==> src/rtl/math_div_seq.sv <==
// Sequential unsigned divider, one restoring quotient bit per cycle, with
// floor / ceil / round-half-up result adjustment and a divide-by-zero flag.
module math_div_seq #(
    parameter int W = 32
) (
    input  logic         clk,
    input  logic         rst,
    input  logic         in_vld,
    output logic         in_rdy,
    input  logic [W-1:0] in_n,
    input  logic [W-1:0] in_d,
    input  logic [1:0]   in_mode,
    output logic         out_vld,
    input  logic         out_rdy,
    output logic [W-1:0] out_q,
    output logic [W-1:0] out_r,
    output logic         out_dz
);

    localparam int CW = (W > 2) ? $clog2(W) : 1;

    typedef enum logic [1:0] {
        S_IDLE = 2'd0,
        S_BUSY = 2'd1,
        S_FIX  = 2'd2,
        S_DONE = 2'd3
    } state_t;

    state_t        state_q, state_d;
    logic [CW-1:0] cnt_q, cnt_d;
    logic [W-1:0]  dvd_q, dvd_d;
    logic [W-1:0]  div_q, div_d;
    logic [1:0]    mode_q, mode_d;
    logic          dz_q, dz_d;
    logic [W-1:0]  rem_q, rem_d;
    logic [W-1:0]  quo_q, quo_d;
    logic [W-1:0]  q_res_q, q_res_d;
    logic [W-1:0]  r_res_q, r_res_d;
    logic          dz_res_q, dz_res_d;
    logic          in_rdy_q, in_rdy_d;
    logic          out_vld_q, out_vld_d;

    logic [W:0]    rem_sh_s;
    logic          geq_s;
    logic [W-1:0]  diff_s;
    logic          inc_s;

    // Round-half-up test 2*r >= d, carried at W+1 bits so the doubling never truncates.
    function automatic logic round_up(input logic [W-1:0] r, input logic [W-1:0] d);
        return ({r, 1'b0} >= {1'b0, d});
    endfunction

    // Next-state, restoring step and mode adjustment.
    always_comb begin
        state_d  = state_q;
        cnt_d    = cnt_q;
        dvd_d    = dvd_q;
        div_d    = div_q;
        mode_d   = mode_q;
        dz_d     = dz_q;
        rem_d    = rem_q;
        quo_d    = quo_q;
        q_res_d  = q_res_q;
        r_res_d  = r_res_q;
        dz_res_d = dz_res_q;

        // The remainder is always below d, so the true difference fits in W bits.
        rem_sh_s = {rem_q, dvd_q[W-1]};
        geq_s    = (rem_sh_s >= {1'b0, div_q});
        diff_s   = rem_sh_s[W-1:0] - div_q;

        case (mode_q)
            2'd1:    inc_s = (rem_q != {W{1'b0}});
            2'd2:    inc_s = round_up(rem_q, div_q);
            default: inc_s = 1'b0;
        endcase

        case (state_q)
            S_IDLE: begin
                if (in_vld) begin
                    dvd_d  = in_n;
                    div_d  = in_d;
                    mode_d = in_mode;
                    dz_d   = (in_d == {W{1'b0}});
                    rem_d  = {W{1'b0}};
                    quo_d  = {W{1'b0}};
                    cnt_d  = CW'(W - 1);
                    if (in_d == {W{1'b0}}) begin
                        state_d = S_FIX;
                    end else begin
                        state_d = S_BUSY;
                    end
                end else begin
                    state_d = S_IDLE;
                end
            end
            S_BUSY: begin
                dvd_d = {dvd_q[W-2:0], 1'b0};
                if (geq_s) begin
                    rem_d = diff_s;
                    quo_d = {quo_q[W-2:0], 1'b1};
                end else begin
                    rem_d = rem_sh_s[W-1:0];
                    quo_d = {quo_q[W-2:0], 1'b0};
                end
                if (cnt_q == {CW{1'b0}}) begin
                    state_d = S_FIX;
                end else begin
                    cnt_d   = cnt_q - {{(CW-1){1'b0}}, 1'b1};
                    state_d = S_BUSY;
                end
            end
            S_FIX: begin
                if (dz_q) begin
                    q_res_d  = {W{1'b1}};
                    r_res_d  = dvd_q;
                    dz_res_d = 1'b1;
                end else begin
                    q_res_d  = quo_q + {{(W-1){1'b0}}, inc_s};
                    r_res_d  = rem_q;
                    dz_res_d = 1'b0;
                end
                state_d = S_DONE;
            end
            S_DONE: begin
                if (out_rdy) begin
                    state_d = S_IDLE;
                end else begin
                    state_d = S_DONE;
                end
            end
            default: state_d = S_IDLE;
        endcase

        in_rdy_d  = (state_d == S_IDLE);
        out_vld_d = (state_d == S_DONE);
    end

    // State and datapath registers with synchronous reset.
    always_ff @(posedge clk) begin
        if (rst) begin
            state_q   <= S_IDLE;
            cnt_q     <= {CW{1'b0}};
            dvd_q     <= {W{1'b0}};
            div_q     <= {W{1'b0}};
            mode_q    <= 2'd0;
            dz_q      <= 1'b0;
            rem_q     <= {W{1'b0}};
            quo_q     <= {W{1'b0}};
            q_res_q   <= {W{1'b0}};
            r_res_q   <= {W{1'b0}};
            dz_res_q  <= 1'b0;
            in_rdy_q  <= 1'b1;
            out_vld_q <= 1'b0;
        end else begin
            state_q   <= state_d;
            cnt_q     <= cnt_d;
            dvd_q     <= dvd_d;
            div_q     <= div_d;
            mode_q    <= mode_d;
            dz_q      <= dz_d;
            rem_q     <= rem_d;
            quo_q     <= quo_d;
            q_res_q   <= q_res_d;
            r_res_q   <= r_res_d;
            dz_res_q  <= dz_res_d;
            in_rdy_q  <= in_rdy_d;
            out_vld_q <= out_vld_d;
        end
    end

    assign in_rdy  = in_rdy_q;
    assign out_vld = out_vld_q;
    assign out_q   = q_res_q;
    assign out_r   = r_res_q;
    assign out_dz  = dz_res_q;

endmodule

==> config.mk <==
export PLATFORM = sky130hd
export DESIGN_NAME = math_div_seq
export DESIGN_NICKNAME = d
export VERILOG_FILES = /design/src/rtl/math_div_seq.sv
export SDC_FILE = /design/constraint.sdc
export NUM_CORES = 1
export LEC_CHECK = 0
export BUFFER_PORTS_ARGS = -buffer_cell sky130_fd_sc_hd__buf_4
export CORE_MARGIN = 3
export CORE_UTILIZATION = 53
export CTS_BUF_LIST = sky130_fd_sc_hd__clkbuf_16
export DETAILED_ROUTE_END_ITERATION = 10
export PLACE_DENSITY = 0.77
export SYNTH_ARGS = -nofsm -noshare
export SYNTH_HDL_FRONTEND = slang
export SYNTH_SLANG_ARGS = --single-unit
==> constraint.sdc <==
create_clock -name clk -period 3.2 [get_ports clk]
set_input_delay 0.8 -clock clk [delete_from_list [all_inputs] [get_ports clk]]
set_output_delay 0.8 -clock clk [all_outputs]
set_load 0.05 [all_outputs]
==> flow_summary.ini <==
[flow_run]
drv_cap = 0

[global_route]
grt_pass1_vias = 10033
grt_max_degree = 104
grt_first_pass_wirelength_mm = 51.96
grt_usage = 0.2881
grt-ovfl-total = 0
antenna_found_initial = 0

[pwr]
swShare = 0.4354
p_comb_frac = 0.658
p_leak_nw = 5.854
power.switching_mw = 7.668
clkPwrFrac = 0.151
p_int_mw = 9.945
seqPwrFrac = 0.191
vdd_drop_max_mv = 0.8622
power.total_mw = 17.61
powerDensity_nw_per_um2 = 1246

[setup_path]
required_ns = 3.55
critPathMaxFanout = 5
worstSetupPathType = register to register
worstPathArrival_ns = 4.00
worst_setup_path_end_kind = register
cp-start-kind = register

[sta]
fin_skew_ns = 0.01788
fmax_mhz = 274.5
finalWorstSetupSlack_ns = -0.4431
holdWs_ns = 0.4526
fin_crit_ns = 3.643
relSlewSlack = 0.2924
worst_slew_pin_slew_ns = 1.061
rsz0062_at_grt = yes
setup_viol = 28
fin_crit_sh = 1.138
drv_slew = 0
timing_hold_violations_final = 0

[floorplan]
row_count = 50
num_io_pins = 137
initial_utilization = 0.5500
coreArea_um2 = 19080
die_width_um = 146.7
fp.dieArea_um2 = 21530
fp.dieH_um = 146.7

[routing]
antenna_left = 0
vias_per_cell = 5.896
wl_per_cell_um = 18.11
drc = 0
drt_pass1_iterations = 6
route.vias.total = 10742
drtIter0Drc = 812
drt-total-wl_mm = 33.00

[layout]
drive_gt1_frac = 0.2868
antenna_cells = 0
finalNetCount = 1653
stdcell_area_um2 = 14130
final_core_util = 0.7405
areaGrowthSynthToFinish_pct = 34.63

[yosys]
synthTopCellsByCount = dfxtp_1 (205), nand2_1 (202), nor2_1 (175), a21oi_1 (82), clkbuf_1 (71)
synth-edff-count = 0
synth_top_family_by_area = simple AND/OR/NAND/NOR gates
yosys_warnings = 0
yosys_register_bits = 205
seq_area_frac_synth = 0.3910
async_reset_ff_frac = 0
syn_inst = 1303
synth_most_common_cell = dfxtp_1
synth_largest_area_cell = dfxtp_1
synthDistinctLibCells = 68
synthMuxAreaShare = 0.05341
syn_area_um2 = 10500
synth-main-ff-cell = dfxtp_1
synthXorXnorAreaFrac = 0.04757
synth_area_per_cell_um2 = 8.055
synth_fa_ha_area_frac = 0.04602
synthTopCellsByArea = dfxtp_1 (39%), nand2_1 (7.2%), nor2_1 (6.3%)
synth_simple_gate_area_frac = 0.2102
synth-compound-area-share = 0.2022
synth_top_area_share = 0.3910
syn-num-nets = 1411

[placed_design]
port_buffers = 136
placed_cell_area_um2 = 12620
gp_congestion = 0.9837
post-dp-hpwl_mm = 22.53
dp_slack_ns = -0.4287

[clocking]
insertion_delay_ns = 0.52
cts_root_buf = clkbuf_16
cts_sinks = 205
cts-htree-levels = 1
cts_buffers = 23
path_clk_slew_ns = 0.06
cts_tree = built
clockBufferDepth = 3

[run_status]
status = finished, violations left
violations = setup timing

[hold_path]
hold_class = register to register
-- critical path: stages, from the launching register on --
cell and delay, ns:
dfxtp_2 0.33, inv_2 0.05, ha_4 0.28, nand4_1 0.20
nor3_4 0.28, a21oi_2 0.10, a21oi_2 0.16, o22ai_2 0.11
o41ai_2 0.06, buf_4 0.17, nand2_2 0.05, a21oi_2 0.14
ha_2 0.20, buf_4 0.11, and4_4 0.24, nand2_4 0.06
nor3_4 0.23, buf_4 0.18, buf_6 0.09, nand3_2 0.08
xor2_1 0.24, a211oi_1 0.11
-- power groups by stage --
stage                     clock network [mW]  registers (mW)  logic [mW]
final                                   2.66            3.36        11.6
after global routing                    2.80            3.40        12.3
after CTS                               2.69            3.34        10.1
after detailed placement                   0            3.36        9.50
after global placement                     0            3.34        9.32
after floorplan                            0            3.75        6.17
-- placed cells by master (no fill, tap or decap), drive strengths merged, types with 9 or more instances in the layout --
master,Yosys,layout
a211oi,38,38
a21o,11,11
a21oi,82,82
a22oi,34,34
a311oi,32,32
buf,11,299
clkbuf,73,25
clkinv,0,9
dfxtp,205,205
ha,37,37
inv,47,53
mux2i,56,56
nand2,204,204
nand3,15,15
nand4,22,22
nor2,175,175
nor2b,9,9
nor3,27,27
nor4,17,17
o21ai,48,48
o22ai,24,24
xnor2,37,37
xor2,20,20
-- kinds of logic after synthesis --
kind of cell	after synthesis
mux	56
compound gates	315
xor+xnor	57
buf+inv	131
flops	205
fa+ha+maj	38
simple gates	501
-- area by class of cell --
type / count / area (um^2)
multi-input cells: 967 / 6402
fillers: 1354 / 4951
flip-flops and latches: 205 / 4124
repair buffers: 301 / 2342
clock buffers: 23 / 575.6
well taps: 260 / 325.3
clock inverters: 19 / 183.9
inverters: 47 / 176.4
-- repair_timing --
action                     4_1_cts  5_1_grt
gates cloned                     0        2
resized for setup               61       53
hold buffers                     0        0
setup endpoints to repair       28       59
pin swaps                       29       55
buffers inserted                28       12
-- state kept, by name, summed over array words and instances, names as in the netlist, 2 cells and up --
name     flops
div_q       32
dvd_q       32
out_q       32
out_r       32
quo_q       32
rem_q       32
cnt_q        5
mode_q       2
state_q      2
-- worst paths after layout --
kind | end | slack, ns | from | depth (start not counted)
worst max-delay path | out_q[23] | -0.44 | div_q[11] | 21
worst min-delay path | div_q[14] | 0.45 | div_q[14] | 2
worst max register to register | out_q[23] | -0.44 | div_q[11] | 21
worst min register to register | div_q[14] | 0.45 | div_q[14] | 2
-- per-stage QoR --
stage	std cells	setup TNS, ns
floorplan	1303	-0.06378
global placement	1746	-4.152
detailed placement	1746	-6.928
CTS	1816	-6.740
global route	1822	-11.54
finish	1822	-6.949
-- per-layer routing --
layer / part of all wire / GRT usage / vias up
met2: 0.45 / 0.4593 / 499
met3: 0.084 / 0.04473 / 84
met1: 0.44 / 0.4123 / 5071
met5: 0 / 0 / -
li1: - / - / 5088
met4: 0.023 / 0.06914 / 0
Power figures use the tool's default switching activity.
